**src/rtl/adder_pkg.sv**
```systemverilog
// Shared types and elaboration helpers for the digit-serial adder.
package adder_pkg;

    typedef enum logic [1:0] {
        IDLE,
        RUN,
        HOLD
    } dsa_state_t;

    // Number of digits processed per operation.
    function automatic int ndig(input int width, input int digit);
        return width / digit;
    endfunction

    // Width of the digit index register; never narrower than one bit.
    function automatic int idx_width(input int n);
        return (n > 1) ? $clog2(n) : 1;
    endfunction

endpackage

```
**src/rtl/rca_digit.sv**
```systemverilog
// Combinational ripple slice: adds one DIGIT-wide chunk plus carry-in and
// exposes both the carry out of the slice and the carry into its top bit.
module rca_digit #(
    parameter int DIGIT = 4
) (
    input  logic [DIGIT-1:0] a,
    input  logic [DIGIT-1:0] b,
    input  logic             ci,
    output logic [DIGIT-1:0] s,
    output logic             co,
    output logic             c_msb
);

    logic [DIGIT:0] full;

    // Slice sum with carry; the carry into the top bit is recovered from the
    // top bit's own sum equation (s = a ^ b ^ c).
    always_comb begin
        full  = {1'b0, a} + {1'b0, b} + {{DIGIT{1'b0}}, ci};
        s     = full[DIGIT-1:0];
        co    = full[DIGIT];
        c_msb = a[DIGIT-1] ^ b[DIGIT-1] ^ full[DIGIT-1];
    end

endmodule

```
**src/rtl/digit_serial_adder.sv**
```systemverilog
// Multi-cycle adder/subtractor: WIDTH-bit operands are summed DIGIT bits per
// clock, LSB digit first, through a single shared ripple slice.
module digit_serial_adder
    import adder_pkg::*;
#(
    parameter int WIDTH = 16,
    parameter int DIGIT = 4
) (
    input  logic             clk,
    input  logic             rst,
    input  logic             in_valid,
    output logic             in_ready,
    input  logic [WIDTH-1:0] a,
    input  logic [WIDTH-1:0] b,
    input  logic             cin,
    input  logic             sub,
    output logic             out_valid,
    input  logic             out_ready,
    output logic [WIDTH-1:0] sum,
    output logic             cout,
    output logic             ovf
);

    localparam int NDIG = ndig(WIDTH, DIGIT);
    localparam int IW   = idx_width(NDIG);

    if ((WIDTH % DIGIT) != 0 || NDIG < 1 || NDIG > 64) begin : g_param_check
        $error("digit_serial_adder: WIDTH must be a multiple of DIGIT with 1 <= WIDTH/DIGIT <= 64");
    end

    dsa_state_t       state_q, state_d;
    logic [WIDTH-1:0] a_q, a_d;
    logic [WIDTH-1:0] b_q, b_d;
    logic             carry_q, carry_d;
    logic [IW-1:0]    idx_q, idx_d;
    logic [WIDTH-1:0] sum_q, sum_d;
    logic             cout_q, cout_d;
    logic             ovf_q, ovf_d;
    logic             ready_raw;

    logic [DIGIT-1:0] slice_a, slice_b, slice_s;
    logic             slice_co, slice_cmsb;

    // Current digit of the latched operands feeds the shared slice.
    always_comb begin
        slice_a = a_q[idx_q*DIGIT +: DIGIT];
        slice_b = b_q[idx_q*DIGIT +: DIGIT];
    end

    rca_digit #(
        .DIGIT(DIGIT)
    ) u_slice (
        .a    (slice_a),
        .b    (slice_b),
        .ci   (carry_q),
        .s    (slice_s),
        .co   (slice_co),
        .c_msb(slice_cmsb)
    );

    // State and datapath registers, cleared asynchronously.
    always_ff @(posedge clk or posedge rst) begin
        if (rst) begin
            state_q <= IDLE;
            a_q     <= '0;
            b_q     <= '0;
            carry_q <= 1'b0;
            idx_q   <= '0;
            sum_q   <= '0;
            cout_q  <= 1'b0;
            ovf_q   <= 1'b0;
        end else begin
            state_q <= state_d;
            a_q     <= a_d;
            b_q     <= b_d;
            carry_q <= carry_d;
            idx_q   <= idx_d;
            sum_q   <= sum_d;
            cout_q  <= cout_d;
            ovf_q   <= ovf_d;
        end
    end

    // Next-state logic: accept, step one digit per cycle, hold until consumed.
    // Subtraction is folded into the load as a + ~b + !cin.
    always_comb begin
        state_d   = state_q;
        a_d       = a_q;
        b_d       = b_q;
        carry_d   = carry_q;
        idx_d     = idx_q;
        sum_d     = sum_q;
        cout_d    = cout_q;
        ovf_d     = ovf_q;
        ready_raw = 1'b0;

        case (state_q)
            IDLE: begin
                ready_raw = 1'b1;
                if (in_valid) begin
                    a_d     = a;
                    b_d     = b ^ {WIDTH{sub}};
                    carry_d = cin ^ sub;
                    idx_d   = '0;
                    state_d = RUN;
                end
            end
            RUN: begin
                sum_d[idx_q*DIGIT +: DIGIT] = slice_s;
                carry_d = slice_co;
                idx_d   = idx_q + 1'b1;
                if (idx_q == IW'(NDIG - 1)) begin
                    cout_d  = slice_co;
                    ovf_d   = slice_cmsb ^ slice_co;
                    idx_d   = '0;
                    state_d = HOLD;
                end
            end
            HOLD: begin
                ready_raw = out_ready;
                if (out_ready) begin
                    if (in_valid) begin
                        a_d     = a;
                        b_d     = b ^ {WIDTH{sub}};
                        carry_d = cin ^ sub;
                        idx_d   = '0;
                        state_d = RUN;
                    end else begin
                        state_d = IDLE;
                    end
                end
            end
            default: state_d = IDLE;
        endcase
    end

    assign in_ready  = ready_raw & ~rst;
    assign out_valid = (state_q == HOLD);
    assign sum       = sum_q;
    assign cout      = cout_q;
    assign ovf       = ovf_q;

endmodule

```
**config.mk**
```make
export PLATFORM = sky130hd
export DESIGN_NAME = digit_serial_adder
export DESIGN_NICKNAME = d
export VERILOG_FILES = /design/src/rtl/adder_pkg.sv /design/src/rtl/rca_digit.sv /design/src/rtl/digit_serial_adder.sv
export SDC_FILE = /design/constraint.sdc
export NUM_CORES = 1
export LEC_CHECK = 0
export BUFFER_PORTS_ARGS = -buffer_cell sky130_fd_sc_hd__buf_2
export CAP_MARGIN = 20
export CORE_MARGIN = 2
export CORE_UTILIZATION = 49
export DETAILED_ROUTE_END_ITERATION = 16
export MAX_ROUTING_LAYER = met4
export PLACE_DENSITY = 0.76
export SLEW_MARGIN = 15
export SYNTH_ARGS = -nofsm -noshare
export SYNTH_HDL_FRONTEND = slang
export SYNTH_SLANG_ARGS = --single-unit
```
**constraint.sdc**
```tcl
create_clock -name clk -period 2.7 [get_ports clk]
set_clock_uncertainty 0.05 [all_clocks]
set_input_delay 0.27 -clock clk [delete_from_list [all_inputs] [get_ports clk]]
set_output_delay 0.27 -clock clk [all_outputs]
set_load 0.02 [all_outputs]
```
== Yosys cells after proc, flatten, opt, wreduce, memory -nomap -nowiden ==
Index checks and enable logic that the tools add are counted.

* Register bits: 55
* Bits of input ports: 38
* Output and inout bits: 20
* Logic and storage cells: 56

* $add $sub $neg: 4
* Equality and inequality tests: 6
* Shift-type cells: 4
* Muxes and demuxes: 20
* Bitwise operators: 7
* Reduce and logical (&&, ||, !) cells: 7

{| class="wikitable"
|+ Operators with widths
! cell !! number
|-
| 16-bit 2-to-1 mux || 4
|-
| 16-bit case mux with 2 select lines || 2
|-
| 4-bit negation with 34-bit output || 1
|-
| 4-bit by 34-bit variable shift with 16-bit output, first input constant || 1
|-
| 4-bit by 34-bit variable part select with 16-bit output || 1
|-
| 16-bit by 5-bit variable part select with 4-bit output || 2
|-
| 16-bit bitwise mux || 1
|-
| 16-bit XOR || 1
|-
| 2-bit 2-to-1 mux || 6
|-
| 2-bit case mux with 3 select lines || 2
|-
| 2-bit AND reduction || 3
|-
| 4-bit by 4-bit adder with 5-bit output || 1
|-
| 5-bit by 1-bit adder with 5-bit output || 1
|-
| 2-bit == test, second input constant || 2
|-
| 2-bit != test, second input constant || 2
|-
| 1-bit XOR || 4
|-
| 1-bit 2-to-1 mux || 3
|-
| 1-bit case mux with 3 select lines || 1
|-
| 3-bit AND reduction || 1
|-
| 3-bit nonzero test || 1
|-
| 2-bit by 1-bit adder with 2-bit output, second input constant || 1
|-
| 2-bit by 1-bit == test with 1-bit output, second input constant || 1
|-
| 2-bit logical NOT || 1
|-
| 2-bit by 1-bit != test with 1-bit output, second input constant || 1
|-
| 4 further kinds || 4
|}

== Longest topological paths before layout ==
* Word-level depth: 5
* Depth in mapped cells: 8
* Depth with buffers taken out: 7

== Cells and area by module ==
From an unflattened synthesis, not the netlist that was laid out.

* Cells, all modules: 216
* Area total of the unflattened synthesis: 2783.9 um2

{| class="wikitable"
|+ By module, submodules not included
! module !! times used !! cells each !! area each (um2) !! sequential area each (um2)
|-
| digit_serial_adder || 1 || 199 || 2642.5 || 1376.3
|-
| rca_digit || 1 || 17 || 141.4 || 0.0
|}

== Worst setup path after synthesis ==
No wires, ideal clock.

* Path kind: register to register
* Start: register idx_q[0]
* End: register sum_q[14] (netlist: sum[14])
* Setup time: 83 ps
* Data arrival time: 2865 ps
* Required time: 2567 ps
* Path slack: -297 ps
* Cell stages (with the launch flop): 8
* Buffers on the path: 1
* Period minus slack after synthesis: 2997 ps
* Cell sequence: dfrtp_1 > buf_2 > mux4_2 > fa_1 > fa_1 > xor2_1 > or4b_1 > o21ai_0

* Longest elaborated chain between the ends: 5
* Elaborated cells between the ends (all ways): 8
* Classes of those cells: 3 x add/sub; 4 x shift; 1 x mux

{| class="wikitable"
|+ RTL lines
! what !! line !! source
|-
| from (decl) || digit_serial_adder.sv:35 || <nowiki>logic [IW-1:0] idx_q, idx_d;</nowiki>
|-
| from (signal assigned) || digit_serial_adder.sv:77 || <nowiki>idx_q <= idx_d;</nowiki>
|-
| 16-bit by 5-bit variable part select with 4-bit output, on equally long branches || digit_serial_adder.sv:46, digit_serial_adder.sv:47 ||
|-
| 4-bit by 4-bit adder with 5-bit output || rca_digit.sv:19 || <nowiki>full = {1'b0, a} + {1'b0, b} + {{DIGIT{1'b0}}, ci};</nowiki>
|-
| 5-bit by 1-bit adder with 5-bit output || rca_digit.sv:19 ||
|-
| 4-bit by 34-bit variable part select with 16-bit output || digit_serial_adder.sv:109 || <nowiki>sum_d[idx_q*DIGIT +: DIGIT] = slice_s;</nowiki>
|-
| 16-bit bitwise mux (*) || digit_serial_adder.sv:109 ||
|-
| to (signal assigned) || digit_serial_adder.sv:78 || <nowiki>sum_q <= sum_d;</nowiki>
|-
| to (decl) || digit_serial_adder.sv:36 || <nowiki>logic [WIDTH-1:0] sum_q, sum_d;</nowiki>
|}

Every way passes the cells marked *; elsewhere a longest branch is shown, timed or not.
A chain may end at the register's enable or synchronous reset.

== Final worst setup path ==
Ends and elaborated chain as after synthesis.

==> impl.org <==
** Outcome
- The flow ran to the end, and the final reports show no timing, DRC or antenna violations.

** Synth
- The netlist uses 31 different library cells.
- Register area share after synthesis :: 0.515
- In this run the cell area of the synthesized design comes to around 0.0027 mm^2.
- Warning count from the yosys run :: 0
- When the netlist entered floorplanning its net count stood at 256.
- Counting flops and latches in the post-synthesis netlist gives 55.
- The average instance in the mapped netlist occupies roughly 13 um^2.
- After technology mapping, the gate count stands at 207.
- The synthesized design contains 0 enable-type register cells.
- Of all flip-flops after synthesis, the portion carrying an async set or reset was 1.00.
- For this run, the leading register cell type out of synthesis is dfrtp_1.

** Worst setup path
- CP bufs+invs :: 0
- The cell family contributing the most delay on the critical path is adder cells.
- On the worst path, the slowest cell contributes a delay of 550 ps.
- Biggest fanout along the worst timing path :: 4
- Measured in cells, the most critical reg-to-reg path has a length of 6.
- Reg-to-reg endpoint :: sum[14]
- Data on the critical path is required at its endpoint by 2900 ps.
- The worst setup path is of the flop to flop kind.
- STA puts the critical path data arrival time at 2770 ps.
- For flop-to-flop paths, the worst setup slack is 130 ps.
- Endpoint type of the worst setup path :: flop
- Worst flop-to-flop path startpoint :: idx_q[0]
- Cell occurring most often along the worst timing path :: fa_2
- The worst setup path is launched from a flop.
- On the critical path, the stage with the largest delay is an instance of mux4_2.
- Traced cell by cell, the critical path runs through mux4_2 > fa_2 > fa_2 > xor2_2 > or4b_1 > o21ai_1.

** Placement
- Setup WS pre-CTS :: 109 ps
- RePlAce Congestion :: 0.850
- The count of buffers added on input and output ports is 57.
- The wire-length estimate of the detail-placed layout is 3.95 mm.

** Pwr
- Share of power burned in combinational logic :: 0.560
- Dividing total power by cell area gives a power density of around 1400 mW/mm^2.
- Summed over all cells, the static leakage comes to 1.45 nW.
- Net switching power :: 1.77 mW
- IR analysis of the VDD net gives a maximum drop of between 0.5 and 0.6 mV.
- Switching share of power :: 0.415
- Of the total power, registers draw 0.335.
- Of the total power, the clock network draws 0.105.
- Cell-internal power :: 2.50 mW

** Worst hold path
- Along the worst hold path, the cell count comes to 2.
- Sink of the worst hold path :: a_q[15]
- In this run the worst hold path is classified as primary input to flop.
- The startpoint identified for the worst hold timing path is a[15].

** Detailed routing
- WL final :: 5.17 mm
- Router iterations before antenna repair :: 4
- In the routed design, unresolved DRC markers number 0.
- Vias/cell :: 5.20
- Count of routing violations after the opening detailed-route iteration :: 71
- Once detail routing completed, the nets flagged for antenna violations numbered 0.
- Per-cell routed wire length :: around 15 um
- Detailed routing inserted a total of between 1500 and 2000 vias.

** Floorplanning
- Placement row count :: 26
- Die Span Y :: 77.8 um
- The die is between 70 and 80 um wide.
- After floorplanning, the core was sized to cover 0.00517 mm^2.
- The initial utilization of the core area, before any placement, comes to 0.516.
- Die area :: just over 0.006 mm^2
- Pin placement for this block handled 58 I/O pins.

** CTS
- Clk_lat worst skew :: 310 ps
- Maximum number of buffers from clock root to sink :: 2
- H-Tree Level Count :: 2
- Clock-pin slew was measured on the worst setup and hold paths at 100 ps.
- CTS Buf Count :: 5
- Clk sinks :: 55
- In this run the clock root is driven by a clkbuf_8.
- CTS tree :: done

** STA
- Crit path setup slack, layout :: 129 ps
- Transition time of the tightest slew-check pin :: 659 ps
- Setup repair after global routing left no endpoint under its margin.
- Worst slew margin relative to its limit :: 0.557
- The number of hold violations in the final report came to 0.
- Period Utilization, post-route :: 0.952
- The final number of max-transition violations is 0.
- The worst path in the final design needs a cycle of 2570 ps, including I/O delays and setup.
- Peak clock frequency supported by timing :: 0.389 GHz
- Final number of setup-violating endpoints :: 0
- Worst hold margin :: 130 ps
- Setup total negative slack on the finished layout was measured at 0 ps.

** Global routing
- Largest net degree at the start of global routing :: between 50 and 60
- Across every metal layer, demand over resource in global routing totals 0.191.
- Antenna violations before repair :: 0
- The first global-routing pass estimated between 8 and 9 mm of wire.
- The via count of the first global-routing pass came to 1847.
- Summed over all layers, the global routing overflow is 0.

** Finish
- The repair_antennas step left the layout with diodes totalling 0.
- Area growth syn-to-layout :: 18.0%
- The filler cells instantiated in the layout total 414.
- In the final layout, the multi-input gates occupy 0.00124 mm^2.
- Fraction of final layout cells sized beyond drive strength 1 :: 0.389
- The library cells used most frequently in the layout, excluding fill and tap cells, are 57 x buf_2, 55 x dfrtp_1, 18 x xnor2_1, 17 x a21oi_1.
- The final layout contains 318 nets.
- The library cell used most frequently in the layout, excluding fill and tap cells, is buf_2.
- Storage cell area :: 0.00138 mm^2

** Run
- Count of max-cap constraint violations :: 0
==> layer usage <==
layer | vias to the layer above | routed length (um) | global-route usage
li1 | 860 | - | -
met1 | 856 | 2340 | 0.245
met2 | 44 | 2520 | 0.307
met3 | 9 | 222 | 0.0395
met4 | 0 | 94 | 0.0607
met5 | - | 0 | -
==> cells in the mapped netlist, types with 2 or more instances <==
cell	count	share of area
a21o_1	2	0.0056
mux4_2	8	0.067
o31ai_1	2	0.0056
nand2_1	10	0.014
xor2_1	2	0.0066
nor4_1	2	0.0047
buf_2	6	0.011
fa_1	2	0.015
o21ai_0	4	0.0075
dfrtp_1	55	0.52
ha_1	9	0.042
buf_4	3	0.0084
inv_1	4	0.0056
a22o_1	15	0.049
mux2i_1	2	0.0075
mux2_2	16	0.067
nor2_1	16	0.022
xnor2_1	18	0.059
nand2b_1	2	0.0047
a21oi_1	18	0.034
==> sequential cells by signal, indices dropped and copies added (netlist names) <==
signal / flops
carry_q: 1
a_q: 16
cout: 1
state_q: 2
idx_q: 2
sum: 16
ovf: 1
b_q: 16
==> kinds of logic after synthesis <==
kind of cell / count (synthesis) / share of synthesized area
AO/OA/AOI/OAI: 42 / 0.104
buffers and inverters: 14 / 0.0267
AND/OR/NAND/NOR: 39 / 0.0881
XOR/XNOR: 20 / 0.0656
adder cells (fa/ha/maj): 11 / 0.0572
flip-flops: 55 / 0.515
multiplexers: 26 / 0.142
==> stage by stage <==
stage | power [mW] | util | instances | area, um^2
2_1_floorplan | 3.16 | - | 207 | 2690
3_3_place_gp | 3.76 | 0.590 | 331 | 3050
3_5_place_dp | 3.83 | 0.590 | 331 | 3050
4_1_cts | 4.28 | 0.608 | 340 | 3150
5_1_grt | 4.61 | 0.609 | 340 | 3150
6_report | 4.28 | 0.609 | 340 | 3150
==> layout make-up <==
cell class / instances / area share
Multi-Input combinational cell: 138 / 0.393
Timing Repair Buffer: 65 / 0.110
Clock buffer: 6 / 0.0230
Tap cell: 70 / 0.0278
Clock inverter: 2 / 0.00397
Sequential cell: 55 / 0.437
Inverter: 4 / 0.00477
==> repair_timing <==
| action | in CTS | in global routing |
|---|---|---|
| endpoints found under the setup margin | 0 | 2 |
| hold buffers | 1 | 0 |
| buffers inserted | 0 | 0 |
| endpoints found under the hold margin | 16 | 0 |
| resized for setup | 0 | 2 |
==> power groups by stage <==
stage / clock network (mW) / registers [mW] / logic (mW)
after floorplan: 0 / 1.48 / 1.68
after global placement: 0 / 1.44 / 2.32
after detailed placement: 0 / 1.46 / 2.38
after CTS: 0.456 / 1.44 / 2.38
after global routing: 0.493 / 1.48 / 2.64
final: 0.449 / 1.43 / 2.40
==> how the worst max path moves through the flow <==
stage	slack, ps	end	start	cells past startpoint
after detailed placement	110	sum[14]	idx_q[0]	6
after floorplan	-20	sum[14]	idx_q[0]	7
after global placement	150	sum[14]	idx_q[0]	6
after global routing	5	sum[14]	idx_q[0]	6
final	130	sum[14]	idx_q[0]	6
after CTS	90	sum[14]	idx_q[0]	6
==> worst register-to-register path, cell delays in order, from the launching register on <==
cell and delay (ps):
dfrtp_1 430, mux4_2 550, fa_2 400, fa_2 380, xor2_2 140, or4b_1 440
o21ai_1 120
No activity file was read; power rests on OpenSTA's default activity.
